## config.mk

```make
export PLATFORM = sky130hd
export DESIGN_NAME = uart_tx_fifo_flat
export DESIGN_NICKNAME = d
export VERILOG_FILES = /design/src/rtl/uart_tx_fifo_if.sv /design/src/rtl/uart_tx_fifo.sv /design/src/flat_wrapper.sv
export SDC_FILE = /design/constraint.sdc
export NUM_CORES = 1
export LEC_CHECK = 0
export BUFFER_PORTS_ARGS = -buffer_cell sky130_fd_sc_hd__buf_2
export CAP_MARGIN = 30
export CORE_MARGIN = 5
export CORE_UTILIZATION = 50
export CTS_BUF_LIST = sky130_fd_sc_hd__clkbuf_2 sky130_fd_sc_hd__clkbuf_4 sky130_fd_sc_hd__clkbuf_8
export CTS_CLUSTER_DIAMETER = 30
export DETAILED_ROUTE_END_ITERATION = 8
export MAX_ROUTING_LAYER = met4
export PLACE_DENSITY = 0.72
export SLEW_MARGIN = 20
export SYNTH_ARGS = -nofsm -noshare
export SYNTH_HDL_FRONTEND = slang
export SYNTH_SLANG_ARGS = --single-unit
```

## constraint.sdc

```tcl
create_clock -name i_Clock -period 7.88 [get_ports i_Clock]
set_clock_uncertainty 0.15 [all_clocks]
set_input_delay 1.182 -clock i_Clock [delete_from_list [all_inputs] [get_ports i_Clock]]
set_output_delay 1.182 -clock i_Clock [all_outputs]
set_load 0.05 [all_outputs]
```

## src/rtl/uart_tx_fifo_if.sv

```systemverilog
// uart_tx_fifo_if: write-side and uart_tx-side handshake signals of the byte scheduler.
interface uart_tx_fifo_if #(
  parameter int ADDR_W = 4
);
  logic              i_WR_DV;
  logic [7:0]        i_WR_Byte;
  logic              o_Full;
  logic              o_Empty;
  logic [ADDR_W:0]   o_Count;
  logic              o_Overflow;
  logic              o_TX_DV;
  logic [7:0]        o_TX_Byte;
  logic              i_TX_Active;
  logic              i_TX_Done;
  modport slave (
    input  i_WR_DV, i_WR_Byte, i_TX_Active, i_TX_Done,
    output o_Full, o_Empty, o_Count, o_Overflow, o_TX_DV, o_TX_Byte
  );
  modport master (
    output i_WR_DV, i_WR_Byte, i_TX_Active, i_TX_Done,
    input  o_Full, o_Empty, o_Count, o_Overflow, o_TX_DV, o_TX_Byte
  );
endinterface

```

## src/rtl/uart_tx_fifo.sv

```systemverilog
// uart_tx_fifo: byte FIFO that issues one byte per uart_tx frame, waiting for done between issues.
module uart_tx_fifo #(
  parameter int DEPTH  = 16,
  parameter int ADDR_W = 4
) (
  input  logic         i_Clock,
  input  logic         i_Reset,
  uart_tx_fifo_if.slave bus
);
  typedef enum logic {S_IDLE, S_WAIT} state_e;
  state_e            state_q, state_d;
  logic [7:0]        mem_q [DEPTH];
  logic [ADDR_W-1:0] wr_ptr_q, wr_ptr_d, rd_ptr_q, rd_ptr_d;
  logic [ADDR_W:0]   count_q, count_d;
  logic              full_q, full_d, empty_q, empty_d;
  logic              ovf_q, ovf_d, dv_q, dv_d;
  logic [7:0]        byte_q, byte_d;
  logic              wr_ok, pop;
  always_comb begin
    wr_ok    = bus.i_WR_DV && !full_q;
    pop      = (state_q == S_IDLE) && !empty_q && !bus.i_TX_Active;
    state_d  = pop ? S_WAIT : ((state_q == S_WAIT) && bus.i_TX_Done) ? S_IDLE : state_q;
    wr_ptr_d = wr_ptr_q + ADDR_W'(wr_ok);
    rd_ptr_d = rd_ptr_q + ADDR_W'(pop);
    count_d  = count_q + (ADDR_W+1)'(wr_ok) - (ADDR_W+1)'(pop);
    full_d   = count_d == (ADDR_W+1)'(DEPTH);
    empty_d  = count_d == '0;
    ovf_d    = bus.i_WR_DV && full_q;
    dv_d     = pop;
    byte_d   = pop ? mem_q[rd_ptr_q] : byte_q;
  end
  always_ff @(posedge i_Clock or posedge i_Reset) begin
    if (i_Reset) begin
      state_q  <= S_IDLE;
      wr_ptr_q <= '0;
      rd_ptr_q <= '0;
      count_q  <= '0;
      full_q   <= 1'b0;
      empty_q  <= 1'b1;
      ovf_q    <= 1'b0;
      dv_q     <= 1'b0;
      byte_q   <= 8'h00;
    end else begin
      state_q  <= state_d;
      wr_ptr_q <= wr_ptr_d;
      rd_ptr_q <= rd_ptr_d;
      count_q  <= count_d;
      full_q   <= full_d;
      empty_q  <= empty_d;
      ovf_q    <= ovf_d;
      dv_q     <= dv_d;
      byte_q   <= byte_d;
    end
  end
  // storage is deliberately left out of reset
  always_ff @(posedge i_Clock) begin
    if (wr_ok) mem_q[wr_ptr_q] <= bus.i_WR_Byte;
  end
  assign bus.o_Full     = full_q;
  assign bus.o_Empty    = empty_q;
  assign bus.o_Count    = count_q;
  assign bus.o_Overflow = ovf_q;
  assign bus.o_TX_DV    = dv_q;
  assign bus.o_TX_Byte  = byte_q;
endmodule

```

## src/flat_wrapper.sv

```systemverilog
// flat-port wrapper written by rule: the top's interface ports become plain ports
module uart_tx_fifo_flat 
#(
  parameter int DEPTH  = 16,
  parameter int ADDR_W = 4
)
  (i_Clock, i_Reset, bus_i_WR_DV, bus_i_WR_Byte, bus_i_TX_Active, bus_i_TX_Done, bus_o_Full, bus_o_Empty, bus_o_Count, bus_o_Overflow, bus_o_TX_DV, bus_o_TX_Byte);
  uart_tx_fifo_if #(.ADDR_W(ADDR_W)) bus_i ();
  input  logic i_Clock;
  input  logic i_Reset;
  input wire logic [$bits(bus_i.i_WR_DV)-1:0] bus_i_WR_DV;
  input wire logic [$bits(bus_i.i_WR_Byte)-1:0] bus_i_WR_Byte;
  input wire logic [$bits(bus_i.i_TX_Active)-1:0] bus_i_TX_Active;
  input wire logic [$bits(bus_i.i_TX_Done)-1:0] bus_i_TX_Done;
  output wire logic [$bits(bus_i.o_Full)-1:0] bus_o_Full;
  output wire logic [$bits(bus_i.o_Empty)-1:0] bus_o_Empty;
  output wire logic [$bits(bus_i.o_Count)-1:0] bus_o_Count;
  output wire logic [$bits(bus_i.o_Overflow)-1:0] bus_o_Overflow;
  output wire logic [$bits(bus_i.o_TX_DV)-1:0] bus_o_TX_DV;
  output wire logic [$bits(bus_i.o_TX_Byte)-1:0] bus_o_TX_Byte;
  assign bus_i.i_WR_DV = bus_i_WR_DV;
  assign bus_i.i_WR_Byte = bus_i_WR_Byte;
  assign bus_i.i_TX_Active = bus_i_TX_Active;
  assign bus_i.i_TX_Done = bus_i_TX_Done;
  assign bus_o_Full = bus_i.o_Full;
  assign bus_o_Empty = bus_i.o_Empty;
  assign bus_o_Count = bus_i.o_Count;
  assign bus_o_Overflow = bus_i.o_Overflow;
  assign bus_o_TX_DV = bus_i.o_TX_DV;
  assign bus_o_TX_Byte = bus_i.o_TX_Byte;
  uart_tx_fifo #(.DEPTH(DEPTH), .ADDR_W(ADDR_W)) u_core (.i_Clock(i_Clock), .i_Reset(i_Reset), .bus(bus_i));
endmodule
```

# Word level (Yosys, flattened, before mapping)
# Memories as Yosys holds them, arrays and structs flattened. A register that Yosys moved wholly into a read port is not among the register bits.
# Cells that the tools add are included.
[word_totals]
out_inout_bits = 17
reg_bits = 18
n_memories = 1
ram_bits = 128
[mem_list]
columns = ["name", "depth", "width", "rd", "rd_clocked_by_memory_dff", "write_ports", "line", "rtl"]
rows = [
  ["u_core.mem_q", 16, 8, 1, 1, 1, "uart_tx_fifo.sv:12", "logic [7:0] mem_q [DEPTH];"],
]
[op_classes]
muxes = 4
eq_ne = 1
n_reduce_logical = 10
add_sub_neg = 4
n_bitwise = 1
[op_table]
columns = ["op", "n"]
rows = [
  ["adder 4 x 1 -> 4 bit", 2],
  ["adder 5 x 1 -> 5 bit", 1],
  ["== test 5 bit (second input constant)", 1],
  ["logical AND 1 bit", 5],
  ["logical NOT 5 bit", 1],
  ["subtractor 5 x 1 -> 5 bit", 1],
  ["two-way mux 1 bit", 4],
  ["logical NOT 1 bit", 3],
  ["nonzero test 2 bit", 1],
  ["NOT 1 bit", 1],
]

# Longest topological paths before layout
[depth]
word_depth = 5
depth_mapped = 11
ltp_nobuf = 10

# Least setup slack after synthesis
# OpenSTA, ideal clock, no wires.
[synth_path]
kind = "input to register"
start = "input port bus_i_TX_Active"
end = "register u_core.full_q, in the netlist u_core.bus.o_Full"
setup_ns = 0.088
arrival_time_ns = 3.280
n_path_buf = 2
setup_slack_ns = 4.361
path_stages = 11
cell_sequence = "or3_1 clkbuf_1 buf_1 nand2_1 nand2_1 ha_1 fa_1 a21o_1 a21oi_1 xnor2_1 nor3b_1"
[synth_via]
elab_chain_len = 4
[synth_rtl]
columns = ["element", "line", "rtl"]
rows = [
  ["start: declaration", "flat_wrapper.sv:13", "input wire logic [$bits(bus_i.i_TX_Active)-1:0] bus_i_TX_Active;"],
  ["logical NOT 1 bit", "uart_tx_fifo.sv:21", "pop = (state_q == S_IDLE) && !empty_q && !bus.i_TX_Active;"],
  ["logical AND 1 bit", "uart_tx_fifo.sv:21", ""],
  ["subtractor 5 x 1 -> 5 bit", "uart_tx_fifo.sv:25", "count_d = count_q + (ADDR_W+1)'(wr_ok) - (ADDR_W+1)'(pop);"],
  ["named net u_core.count_d[4]", "uart_tx_fifo.sv:14", "logic [ADDR_W:0] count_q, count_d;"],
  ["== test 5 bit", "uart_tx_fifo.sv:26", "full_d = count_d == (ADDR_W+1)'(DEPTH);"],
  ["named net u_core.full_d", "uart_tx_fifo.sv:15", "logic full_q, full_d, empty_q, empty_d;"],
  ["end signal: assignment", "uart_tx_fifo.sv:48", "full_q <= full_d;"],
  ["end: declaration", "uart_tx_fifo.sv:15", ""],
]
# The timed path passes the listed nets, and every way through them passes these cells.
# A chain may end at the register's enable or synchronous reset.

# Worst setup path after layout
[layout_path]
start = "input port bus_i_TX_Active"
end = "register u_core.full_q, in the netlist u_core.bus.o_Full"
[layout_via]
elab_chain_len = 4
[layout_rtl]
columns = ["element", "line", "rtl"]
rows = [
  ["logical NOT 1 bit", "uart_tx_fifo.sv:21", ""],
  ["logical AND 1 bit", "uart_tx_fifo.sv:21", ""],
  ["named net u_core.dv_d", "uart_tx_fifo.sv:16", "logic ovf_q, ovf_d, dv_q, dv_d;"],
  ["subtractor 5 x 1 -> 5 bit", "uart_tx_fifo.sv:25", ""],
  ["named net u_core.count_d[1]", "uart_tx_fifo.sv:14", ""],
  ["== test 5 bit", "uart_tx_fifo.sv:26", ""],
  ["named net u_core.full_d", "uart_tx_fifo.sv:15", ""],
]
# The timed path passes the listed nets, and every way through them passes these cells.

==> results by group <==
Run status
  • Status: finished clean

Pwr
  • Cell Pwr Density: 375 nW/um^2
  • Static Leak: around 0.0024 uW
  • Total power: 2550 uW
  • Max VDD drop: 140 uV

Global routing
  • Largest net degree at the start of global routing: 42
  • Tot GR Track Use: between 15 and 20%
  • Vias in the first global route: just under 3000
  • Initial antenna violation count: 1
  • Total grt overflow: 0
  • First-pass GRT wire length: between 15000 and 20000 um

Floorplanning
  • Initial core utilization: 50.8%
  • Die Wd: ~120 um
  • Die ar.: about 14000 sq um
  • I/O pin cnt: 30
  • Die height: between 100 and 150 um
  • Row cnt: 40
  • Core Area: about 12000 sq um

Timing
  • Fmax: slightly below 300 MHz
  • Worst Max-Slew Pin Slew: ~0.96 ns
  • Slew headroom: a little over a third
  • Post-Route Setup TNS: 0 ns
  • Endpoints failing setup: 0
  • Final number of hold-violating endpoints: 0
  • RSZ-0062 raised after global routing: no
  • Slew Limit Fails: 0
  • Minimum clock period after layout: approximately 3.4 ns
  • Fin crit share: 42.5%

Finish
  • Sequential cell area: ~4500 sq um
  • Multi-input logic area: 1480 sq um
  • Area grow syn2layout: 11.8%
  • FILL cells: between 800 and 900
  • Final layout net count: 376
  • Share of post-route cells with drive strength above 1: 24.3%

Drt
  • DR DRC count: 0
  • 1st-pass router iterations: 6
  • Number of vias per cell: between 5 and 6
  • Vias: around 3000
  • DR iter-0 viols: between 300 and 400
  • Total Wirelength: ~12000 um
  • Avg WL per Cell: between 20 and 25 um
  • ANT nets after route: 0

Synth
  • Post-synth top area share: around 63%
  • Post-synth ARST share: between 15 and 20%
  • Syn nets: approximately 340
  • Ys flop type: edfxtp_1
  • Sequential share of the synthesized area: approximately three quarters
  • Top-count cell post-synth: edfxtp_1
  • Mapped Avg Cell Area: 19.3 sq um
  • Area leader, netlist: edfxtp_1
  • Post-synth EDFFs: between 100 and 150
  • Synth Register Bits: about 150
  • Synth Instances: between 300 and 400
  • Synthesized area: about 6100 sq um
  • Synth cell count leaders: edfxtp_1, dfrtp_1, mux2i_1
  • Most area-consuming cells after synthesis: edfxtp_1, dfrtp_1, mux4_1
  • Yosys Warn Count: 0
  • Synth unique cells: 34

Place
  • Gpl congestion: between 0.7 and 0.8
  • Detailed-placement wirelength estimate: approximately 7200 um
  • IO buf count: 29

Critical path
  • Worst setup EP type: register
  • Req. time, crit path: 8.08 ns
  • Element type at the critical path start: input pin
  • CP dominant cell by count: or3_1
  • WS Path Type: in -> reg
  • CP cell instances: buf_2 -> or3_1 -> inv_1 -> nand2b_1 -> nand2_1 -> ha_1 -> fa_1 -> or3_1 -> nor3b_1
  • Largest delay share family, worst path: simple AND/OR/NAND/NOR gates
  • Largest stage delay on the critical path: 0.60 ns
  • Critical path arrival: 3.55 ns
  • CP bufs+invs: 2
  • Crit Path Max Fanout: 14
  • CP max stage cell: or3_1

Clocking
  • Clk sink count: between 150 and 200
  • CTS tree: done
  • Root Buffer: clkbuf_8
  • Htree depth: 4
  • Total CTS buffers: 17
  • CTS Hold Bufs: 0
  • Cts repair resizes: 0
  • CTS max path bufs: 2
  • Clock transition at path regs: about 0.070 ns
  • Clk Latency, worst-skew pair: approximately 0.44 ns
  • Post-CTS Setup Bufs: 0

Min path
  • Worst Hold Class: reg -> reg

Job
  • Max-cap violations: 0
## report_power, final
| group | total, uW | internal, uW | switching (uW) |
|---|---|---|---|
| logic | 867 | 340 | 527 |
| registers | 1100 | 1020 | 80.4 |
| clock network | 583 | 316 | 267 |
| total | 2550 | 1680 | 875 |
## logic make-up after synthesis
| logic type | synth area share, % |
|---|---|
| and+or+nand+nor | 3.81 |
| DFF | 73.9 |
| xor gates and xnor gates | 1.30 |
| adders and majority gates | 1.77 |
| buffers and inverters | 1.87 |
| AOI/OAI and AO/OA | 3.33 |
| muxes | 14.0 |
## cell usage in the layout, fill, tap and decap left out, types with 3 or more instances in the layout
master / instances
mux4_2: 12
mux4_1: 13
xor2_1: 3
nand3_1: 3
clkinv_2: 3
nor2_1: 13
clkinv_1: 5
inv_1: 5
nand2_1: 10
clkbuf_4: 3
mux2_2: 8
o211ai_1: 7
edfxtp_1: 128
bufinv_16: 3
a22oi_1: 13
buf_2: 29
mux2i_1: 15
ha_1: 7
and2_1: 4
buf_4: 6
clkbuf_8: 17
dfrtp_1: 24
xnor2_1: 6
nor3_1: 5
nand2b_1: 3
## worst reg2reg max path, cell delays in order, from the launching register on
cell and delay, ns:
dfstp_2 0.53, or3_1 0.44, inv_1 0.15, nand2b_1 0.20
nand2_1 0.08, ha_1 0.22, fa_1 0.41, a21o_1 0.19
a21oi_1 0.17, xnor2_1 0.19, nor3b_1 0.23
## area by class of cell
cell class | count | share of cell area (%)
multi-input combinational | 139 | 21.7
inverter | 6 | 0.331
clock inverter | 11 | 1.89
tap | 147 | 2.70
sequential | 154 | 66.1
clock buffer | 20 | 3.77
antenna | 1 | 0.0368
timing repair buffer | 37 | 3.42
## worst paths after layout
| check | start | to | slack, ns | cells past startpoint |
|---|---|---|---|---|
| max | bus_i_TX_Active | u_core.bus.o_Full | 4.53 | 9 |
| min | u_core.bus.o_Full | u_core.bus.o_Overflow | 0.37 | 1 |
| max reg2reg | u_core.bus.o_Empty | u_core.bus.o_Full | 4.83 | 10 |
| min reg2reg | u_core.bus.o_Full | u_core.bus.o_Overflow | 0.37 | 1 |
| max in group asynchronous | i_Reset | u_core.bus.o_Empty | 6.68 | 3 |
| min in group asynchronous | i_Reset | u_core.bus.o_Count[4] | 0.47 | 2 |
## flip-flops by register name, indices dropped and copies added, names as in the netlist
| register | cells |
|---|---|
| u_core.bus.o_Count | 5 |
| u_core.bus.o_Empty | 1 |
| u_core.bus.o_Full | 1 |
| u_core.bus.o_Overflow | 1 |
| u_core.bus.o_TX_Byte | 8 |
| u_core.bus.o_TX_DV | 1 |
| u_core.mem_q | 128 |
| u_core.rd_ptr_q | 4 |
| u_core.state_q | 1 |
| u_core.wr_ptr_q | 4 |
## per-stage QoR
step / cell area, sq um / std cells / utilization [%] / hold WS (ns) / setup slack [ns]
2_1_floorplan: 6080 / 315 / - / 0.327 / 4.36
3_3_place_gp: 6360 / 479 / 53.1 / 0.355 / 4.23
3_5_place_dp: 6380 / 481 / 53.3 / 0.357 / 4.09
4_1_cts: 6760 / 512 / 56.5 / 0.373 / 4.55
5_1_grt: 6800 / 515 / 56.9 / 0.401 / 4.42
6_report: 6800 / 515 / 56.9 / 0.368 / 4.53
## metal layers
layer	wire length [um]	global-route usage [%]
met5	0	-
met4	218	6.44
met3	713	4.40
met2	5790	26.7
met1	4820	23.0
(Power assumes the default switching activity.)
